===== config.mk =====
export PLATFORM = sky130hd
export DESIGN_NAME = hazard_scoreboard
export DESIGN_NICKNAME = d
export VERILOG_FILES = /design/src/rtl/hazard_scoreboard.sv
export SDC_FILE = /design/constraint.sdc
export NUM_CORES = 1
export LEC_CHECK = 0
export ABC_AREA = 1
export CORE_MARGIN = 10
export CORE_UTILIZATION = 50
export DETAILED_ROUTE_END_ITERATION = 16
export GPL_ROUTABILITY_DRIVEN = 0
export GPL_TIMING_DRIVEN = 0
export PLACE_DENSITY = 0.7
export SLEW_MARGIN = 30
export SYNTH_ARGS = -nofsm -noshare
export SYNTH_HDL_FRONTEND = slang
export SYNTH_SLANG_ARGS = --single-unit

===== constraint.sdc =====
create_clock -name clk -period 4.1 [get_ports clk]
set_input_delay 0.82 -clock clk [delete_from_list [all_inputs] [get_ports clk]]
set_output_delay 0.82 -clock clk [all_outputs]
set_load 0.02 [all_outputs]

===== src/rtl/hazard_scoreboard.sv =====
// hazard_scoreboard: hazard detection and pipeline control for the in-order core.
//
// A per-register latency counter marks results that are not yet forwardable. Only a
// consumer of such a register stalls. The unit also freezes the pipe while data memory
// is busy. It serialises CSR instructions with a drain/wait state machine. It drives the
// per-stage stall and flush vectors (index 0 = F/pc, 1 = D, 2 = E, 3 = M, 4 = W).
//
// Ports:
//   clk, resetn           clock, asynchronous active-low reset
//   dec_valid             D holds a valid instruction
//   dec_rs1/2, _en        source register indices and their use flags
//   dec_rd, dec_wen       destination register and write enable
//   dec_lat               bubbles a dependent must wait for this result
//   dec_csr               serialising instruction in D
//   stage_valid           per-pipeline-register valid (non-bubble)
//   csr_commit            CSR instruction retiring in W
//   redirect              control-flow redirect resolved in E
//   trap                  exception / mret taken at W
//   imem_busy, dmem_busy  memory handshakes outstanding
//   stall, flush          per-register hold / load-bubble controls
//   issue                 D instruction enters E this cycle
//   sb_busy               register has a nonzero latency counter
module hazard_scoreboard #(
  parameter int unsigned NSTAGE = 5,
  parameter int unsigned NREG   = 32,
  parameter int unsigned LAT_W  = 3,
  parameter int unsigned AW     = $clog2(NREG)
) (
  input  logic              clk,
  input  logic              resetn,
  input  logic              dec_valid,
  input  logic [AW-1:0]     dec_rs1,
  input  logic [AW-1:0]     dec_rs2,
  input  logic              dec_rs1_en,
  input  logic              dec_rs2_en,
  input  logic [AW-1:0]     dec_rd,
  input  logic              dec_wen,
  input  logic [LAT_W-1:0]  dec_lat,
  input  logic              dec_csr,
  input  logic [NSTAGE-1:0] stage_valid,
  input  logic              csr_commit,
  input  logic              redirect,
  input  logic              trap,
  input  logic              imem_busy,
  input  logic              dmem_busy,
  output logic [NSTAGE-1:0] stall,
  output logic [NSTAGE-1:0] flush,
  output logic              issue,
  output logic [NREG-1:0]   sb_busy
);

  typedef enum logic [1:0] {StIdle, StDrain, StWait} csr_state_e;

  csr_state_e       state_q, state_d;
  logic [LAT_W-1:0] cnt_q [NREG];
  logic [LAT_W-1:0] cnt_d [NREG];

  logic any_busy;
  logic rs1_busy;
  logic rs2_busy;
  logic raw;
  logic drained;
  logic csr_hold;

  // F and D valid bits do not matter for draining.
  logic unused_stage_valid;
  assign unused_stage_valid = ^stage_valid[1:0];

  always_comb begin
    sb_busy = '0;
    for (int unsigned r = 0; r < NREG; r++) begin
      sb_busy[r] = (cnt_q[r] != '0);
    end
  end

  assign any_busy = |sb_busy;
  assign rs1_busy = dec_rs1_en && sb_busy[dec_rs1];
  assign rs2_busy = dec_rs2_en && sb_busy[dec_rs2];
  assign raw      = dec_valid && (rs1_busy || rs2_busy);
  assign drained  = (stage_valid[NSTAGE-1:2] == '0) && !any_busy;

  // A CSR seen in D while idle is held for the cycle it takes to enter DRAIN. It must
  // only issue from DRAIN once everything older has retired.
  assign csr_hold = (state_q == StIdle && dec_valid && dec_csr) ||
                    (state_q == StDrain && !drained);

  // Prioritised stall/flush generation.
  always_comb begin
    stall = '0;
    flush = '0;
    if (trap) begin
      flush = '1;
    end else if (dmem_busy) begin
      stall = '1;
    end else if (redirect) begin
      flush[1] = 1'b1;
      flush[2] = 1'b1;
    end else if (raw || csr_hold) begin
      stall[0] = 1'b1;
      stall[1] = 1'b1;
      flush[2] = 1'b1;
    end else if (state_q == StWait) begin
      stall[0] = 1'b1;
      flush[1] = 1'b1;
    end else if (imem_busy) begin
      stall[0] = 1'b1;
      flush[1] = 1'b1;
    end
  end

  assign issue = dec_valid && !stall[1] && !flush[2] && !trap;

  // CSR serialisation FSM.
  always_comb begin
    state_d = state_q;
    unique case (state_q)
      StIdle:  if (dec_valid && dec_csr) state_d = StDrain;
      // Issue in DRAIN implies drained, since csr_hold stalls D otherwise.
      StDrain: if (issue) state_d = StWait;
      StWait:  if (csr_commit) state_d = StIdle;
      default: state_d = StIdle;
    endcase
    if (trap) begin
      state_d = StIdle;
    end
  end

  // Latency counters: decrement-saturate, the issue write wins, trap clears, and
  // dmem_busy freezes.
  always_comb begin
    for (int unsigned r = 0; r < NREG; r++) begin
      cnt_d[r] = cnt_q[r];
    end
    for (int unsigned r = 1; r < NREG; r++) begin
      if (trap) begin
        cnt_d[r] = '0;
      end else begin
        if (!dmem_busy && cnt_q[r] != '0) begin
          cnt_d[r] = cnt_q[r] - LAT_W'(1);
        end
        if (issue && dec_wen && dec_rd == AW'(r)) begin
          cnt_d[r] = dec_lat;
        end
      end
    end
    cnt_d[0] = '0;
  end

  always_ff @(posedge clk or negedge resetn) begin
    if (!resetn) begin
      state_q <= StIdle;
      for (int unsigned r = 0; r < NREG; r++) begin
        cnt_q[r] <= '0;
      end
    end else begin
      state_q <= state_d;
      for (int unsigned r = 0; r < NREG; r++) begin
        cnt_q[r] <= cnt_d[r];
      end
    end
  end

endmodule


==> impl_metrics.py, run 1 <==
metrics = {
    "cells_and_area": {
        "layout_common_cells": "nand2_1, nand3_1, inv_1",
        "multi_input_area_mm2": 0.00574,
        "nFillCells": 1743,
        "layout_commonest_cell": "nand2_1",
        "seqCellArea_mm2": 0.00238,
        "drive_gt1_share_pct": 10.2,
        "nNetsFinal": 1553,
        "syn2layout_area_growth_pct": 14.5,
        "antenna_cells": 0,
    },
    "worst_setup_path": {
        "r2r_slack_ps": 1150,
        "cp.required_ps": 3280,
        "rr_worst_depth": 16,
        "worstSetupPathType": "reg2out",
        "cp_max_fo": 10,
        "reg2reg_from": "cnt_q[39]",
        "endpoint_kind": "output port",
        "crit_arrival_ps": 2920,
        "r2r_end": "cnt_q[19]",
        "critPathLaunchType": "flop",
    },
    "route": {
        "remaining_drc_errors": 0,
        "vias": 8847,
        "routed_wl_mm": 27.2,
        "drt_iter0_markers": 816,
        "wl_per_cell_um": 16.1,
        "drtAntennaViolNets": 0,
        "drtPass1Iterations": 6,
        "via_per_inst": 5.23,
    },
    "grt": {
        "grt_usage_pct": 22.6,
        "grt_max_degree": 59,
        "antenna_found_initial": 0,
        "grt_first_pass_wirelength_mm": 44.9,
        "grt_overflow": 0,
        "first_global_vias": 8593,
    },
    "timing": {
        "fin_crit_ps": 3740,
        "rsz0062_at_grt": "false",
        "hold_viol_final": 0,
        "fin_crit_sh_pct": 91.3,
        "fin_worst_skew_ps": 8.95,
        "timing.setup.tns_ps": 0,
        "tightest_slew_ps": 873,
        "finalSetupViolations": 0,
        "max_freq_mhz": 267,
        "slew_violations": 0,
        "worst_slack_ps": 358,
        "max_slew_margin_pct": 41.8,
    },
    "flow_run": {
        "cap_violations": 0,
    },
    "synth": {
        "syn_nets": 1472,
        "synth_cell_types": 35,
        "synth.area.top_cells": "dfrtp_1, nand2_1, nand3_1, inv_1, ha_1",
        "syn_avg_cell_area_um2": 6.80,
        "yosys_warnings": 0,
        "syn-instance-count": 1375,
        "synth_top_area_cell": "dfrtp_1",
        "synth-seq-area-share_pct": 25.4,
        "ys_ff_latch": 95,
        "synth.cell_area_mm2": 0.00935,
        "synth_top_area_share_pct": 25.4,
    },
    "clock_tree": {
        "cts_tree": "built",
        "cts_root_buf": "clkbuf_16",
        "cts_made_buffers": 9,
        "cts_sinks": 95,
        "htreeDepth": 3,
        "cts_buffer_depth": 2,
        "clk_latency_ps": 360,
        "clkTransAtPathRegs_ps": 70,
    },
    "floorplanning": {
        "core_mm2": 0.0182,
        "row_count": 49,
        "ioPinCount": 78,
        "die_y_um": 157,
        "initial_utilization_pct": 51.4,
        "dieArea_mm2": 0.0246,
        "die_w_um": 157,
    },
    "power_and_ir_drop": {
        "power_w": 0.00668,
        "vdd_drop_max_mv": 0.359,
        "p_per_area_mw_per_mm2": 625,
        "p_leak_nw": 5.54,
    },
    "placement": {
        "place_ws_ps": -112,
        "numPortBuffers": 69,
        "dp_hpwl_mm": 20.6,
    },
    "status": {
        "status": "finished, final reports clean",
    },
    "hold_path": {
        "worstHoldPathType": "in2async",
    },
}
==> power by group <==
part | internal (W) | switching [W] | total (W) | leakage [nW]
logic | 0.00160 | 0.00246 | 0.00406 | 4.15
clock network | 0.000603 | 0.000388 | 0.000991 | 0.169
registers | 0.00133 | 0.000304 | 0.00164 | 1.22
==> flip-flops by register name, indices dropped and copies added, names as in the netlist <==
signal and cells:
cnt_q 93, state_q 2
==> cell type report <==
type,count,share of cell area [%]
multi-input combinational,1002,53.6
clock buffer,14,2.65
clock inverter,2,0.561
tap,229,2.68
inverter,226,7.95
timing repair buffer,70,6.70
sequential,95,22.2
buffer,52,3.61
==> worst max-delay path: stages (launching register included) <==
cell and delay, ps:
dfrtp_1 400, inv_1 90, ha_1 150, nand2_1 210
nor4_1 300, nand2_1 140, nor2_1 110, nand2_1 110
a21oi_4 190, nand3_4 120, nor2_8 180, buf_12 200
dlygate4sd2_1 350
==> kinds of logic after synthesis <==
family / share of synthesized area, %
compound gates: 7.59
xor+xnor: 2.90
fa+ha+maj: 8.30
buf+inv: 13.2
flops: 25.4
other cells: 0.0401
simple gates: 42.6
==> worst max path at each step <==
stage	endpoint	slack, ps	cells after the start	startpoint
floorplan	flush[1]	930	15	dec_rs2[0]
global placement	cnt_q[19]	-1800	1	resetn
detailed placement	issue	-110	14	dec_rs1[2]
CTS	stall[0]	90	14	dec_rs2[2]
global route	stall[1]	190	16	cnt_q[33]
finish	issue	360	12	cnt_q[39]
==> routing by layer <==
| metal | GRT usage [%] | vias up | part of all wire, % | wire, µm |
|---|---|---|---|---|
| met4 | 7.46 | 0 | 1.8 | 478 |
| met2 | 35.4 | 319 | 45 | 12200 |
| met1 | 30.9 | 4056 | 45 | 12300 |
| met3 | 3.65 | 30 | 8.5 | 2330 |
| met5 | 0 | - | 0 | 0 |
| li1 | - | 4442 | - | - |
==> synth_stat cells, drive strengths merged <==
| cell | instances |
|---|---|
| inv | 225 |
| nor4 | 7 |
| o311ai | 1 |
| buf | 33 |
| conb | 1 |
| nand2 | 493 |
| o21ai | 1 |
| nor3 | 4 |
| nand4 | 1 |
| xor2 | 2 |
| xnor2 | 29 |
| clkinv | 1 |
| nand3 | 274 |
| ha | 62 |
| dfrtp | 95 |
| o31ai | 1 |
| clkbuf | 19 |
| nor2 | 58 |
| a21oi | 67 |
| o21bai | 1 |
==> timing repair <==
item	4_1_cts	5_1_grt
endpoints found under the hold margin	0	0
resized for setup	4	3
setup endpoints to repair	1	3
buffers inserted	0	0
pin swaps	0	0
gates cloned	0	0
hold buffers	0	0
==> through the flow <==
stage	hold WS (ps)	std cells	utilization [%]	instance area (µm²)
6_report	450	1690	58.8	10700
5_1_grt	489	1690	58.8	10700
4_1_cts	467	1690	58.7	10700
3_5_place_dp	493	1674	56.9	10400
3_3_place_gp	489	1673	56.7	10300
2_1_floorplan	476	1375	-	9350
Note: power is estimated with default switching activity, not from simulation.
==> run 2: changes to the inputs <==
- CORE_UTILIZATION: 50 -> 35
- CTS_BUF_LIST: not set -> sky130_fd_sc_hd__clkbuf_8
- PLACE_DENSITY: 0.7 -> not set
==> impl_metrics.py, run 2 (same netlist as run 1, synthesis figures left out) <==
metrics = {
    "status": {
        "status": "finished, final reports clean",
    },
    "worst_setup_path": {
        "crit_chain": "inv_1, ha_1, nand2_1, nor4_1, nand2_1, nor2_1, nand2_1, a21oi_4, nand3_4, nor2_8, buf_12, dlygate4sd2_1",
        "crit_slowest_cell": "dfrtp_1",
        "crit_arrival_ps": 3040,
        "cp_max_fo": 10,
        "cp.required_ps": 3280,
        "crit_top_cell": "nand2_1",
        "critPathLaunchType": "flop",
        "r2r_slack_ps": 1110,
        "endpoint_kind": "output port",
        "critPathMaxStageDelay_ps": 410,
        "worstSetupPathType": "reg2out",
    },
    "power_and_ir_drop": {
        "power_w": 0.00643,
        "p_per_area_mw_per_mm2": 600,
        "seqPwrFrac_pct": 25.4,
        "p_int_w": 0.00326,
        "p_clk_share_pct": 11.4,
        "switching_share_pct": 49.2,
        "vdd_drop_max_mv": 0.291,
        "p_leak_nw": 5.49,
        "p_switching_w": 0.00317,
        "combPwrFrac_pct": 63.2,
    },
    "placement": {
        "dp_cells": 1780,
        "dp_hpwl_mm": 21.3,
        "place_ws_ps": -127,
        "numPortBuffers": 69,
    },
    "route": {
        "drt_iter0_markers": 791,
        "drtAntennaViolNets": 0,
        "drtPass1Iterations": 6,
        "remaining_drc_errors": 0,
        "routed_wl_mm": 28.4,
        "via_per_inst": 4.90,
        "wl_per_cell_um": 15.8,
        "vias": 8797,
    },
    "timing": {
        "worst_slack_ps": 238,
        "slew_violations": 0,
        "timing.setup.tns_ps": 0,
        "hold_viol_final": 0,
        "fin_worst_skew_ps": 19.6,
        "fin_crit_ps": 3860,
        "finalSetupViolations": 0,
        "tightest_slew_ps": 910,
        "fin_crit_sh_pct": 94.2,
        "rsz0062_at_grt": "false",
        "max_freq_mhz": 259,
        "max_slew_margin_pct": 39.3,
    },
    "clock_tree": {
        "cts_setup_buffers": 0,
        "cts_tree": "built",
        "clk_latency_ps": 410,
        "clkTransAtPathRegs_ps": 110,
        "htreeDepth": 3,
        "cts_buffer_depth": 2,
        "cts_root_buf": "clkbuf_8",
        "cts_sinks": 95,
        "cts_made_buffers": 9,
    },
    "cells_and_area": {
        "utilization_pct": 40.9,
        "top_regs": "cnt_q (93), state_q (2)",
        "syn2layout_area_growth_pct": 14.6,
        "layout_common_cells": "nand2_1, nand3_1, inv_1",
        "top_register": "cnt_q",
        "layout_commonest_cell": "nand2_1",
        "antenna_cells": 0,
        "fin_cells": 1795,
        "drive_gt1_share_pct": 10.1,
        "nFillCells": 2716,
        "nNetsFinal": 1553,
        "largest_reg_flops": 93,
    },
    "floorplanning": {
        "dieArea_mm2": 0.0337,
        "row_count": 59,
        "core_mm2": 0.0262,
        "initial_utilization_pct": 35.7,
        "die_y_um": 183,
        "die_w_um": 183,
        "ioPinCount": 78,
    },
    "grt": {
        "grt_first_pass_wirelength_mm": 45.5,
        "first_global_vias": 8427,
        "grt_max_degree": 58,
        "antenna_found_initial": 0,
        "grt_overflow": 0,
        "grt_usage_pct": 17.0,
    },
    "flow_run": {
        "cap_violations": 0,
    },
    "hold_path": {
        "worstHoldPathType": "in2async",
    },
}
## run 2: cell types whose count changed in the layout (fill, tap and decap cells not counted)
| cell | before | now |
|---|---|---|
| dlygate4sd2_1 | 2 | 1 |
| clkbuf_16 | 9 | 0 |
| clkinvlp_4 | 0 | 2 |
| dlymetal6s2s_1 | 3 | 4 |
| inv_1 | 207 | 208 |
| buf_16 | 0 | 1 |
| clkinv_4 | 0 | 1 |
| clkbuf_1 | 20 | 19 |
| buf_12 | 4 | 3 |
| clkbuf_8 | 4 | 9 |
## run 2: critical path: cells and delay by family (launching register included)
kind                       cells  cell delay [ps]
and+or+nand+nor                7             1240
buffers and inverters          3              630
DFF                            1              410
adders and majority gates      1              140
AOI/OAI and AO/OA              1              190
## run 2: power groups by stage
| stage | sequential (W) | combinational (W) | clock (W) |
|---|---|---|---|
| final | 0.00163 | 0.00407 | 0.000732 |
| after global routing | 0.00169 | 0.00465 | 0.000786 |
| after CTS | 0.00163 | 0.00409 | 0.000746 |
| after detailed placement | 0.00165 | 0.00406 | 0 |
| after global placement | 0.00164 | 0.00402 | 0 |
| after floorplan | 0.00158 | 0.00287 | 0 |
## run 2: layer usage
layer	GRT usage [%]	vias up	wire, µm
li1	-	4463	-
met1	22.9	4075	13300
met2	26.8	222	12700
met3	2.91	35	1770
met4	5.61	2	575
met5	1.18	-	47
## run 2: stage by stage
stage          area [µm²]  hold slack, ps
2_1_floorplan        9350             476
3_3_place_gp        10500             491
3_5_place_dp        10500             493
4_1_cts             10700             325
5_1_grt             10700             342
6_report            10700             321
## run 2: repair_timing
item	4_1_cts	5_1_grt
gates resized for setup	3	4
setup endpoints to repair	1	4
hold buffers	0	0
hold endpoints to repair	0	0
## run 2: final timing paths
kind | start | to | cells past startpoint
max | cnt_q[42] | issue | 12
min | resetn | cnt_q[61] | 1
max reg2reg | cnt_q[42] | cnt_q[38] | 17
min reg2reg | cnt_q[58] | cnt_q[58] | 2
max in group asynchronous | resetn | cnt_q[30] | 2
min in group clk | cnt_q[58] | cnt_q[58] | 2
## run 2: area by class of cell
cell class / count / area [µm²] / share of cell area (%)
clock inverters: 6 / 87.6 / 0.817
multi-input cells: 1002 / 5740 / 53.6
clock buffers: 9 / 124 / 1.16
inverters: 226 / 851 / 7.94
repair buffers: 70 / 728 / 6.80
plain buffers: 52 / 387 / 3.61
flip-flops and latches: 95 / 2380 / 22.2
well taps: 335 / 419 / 3.91
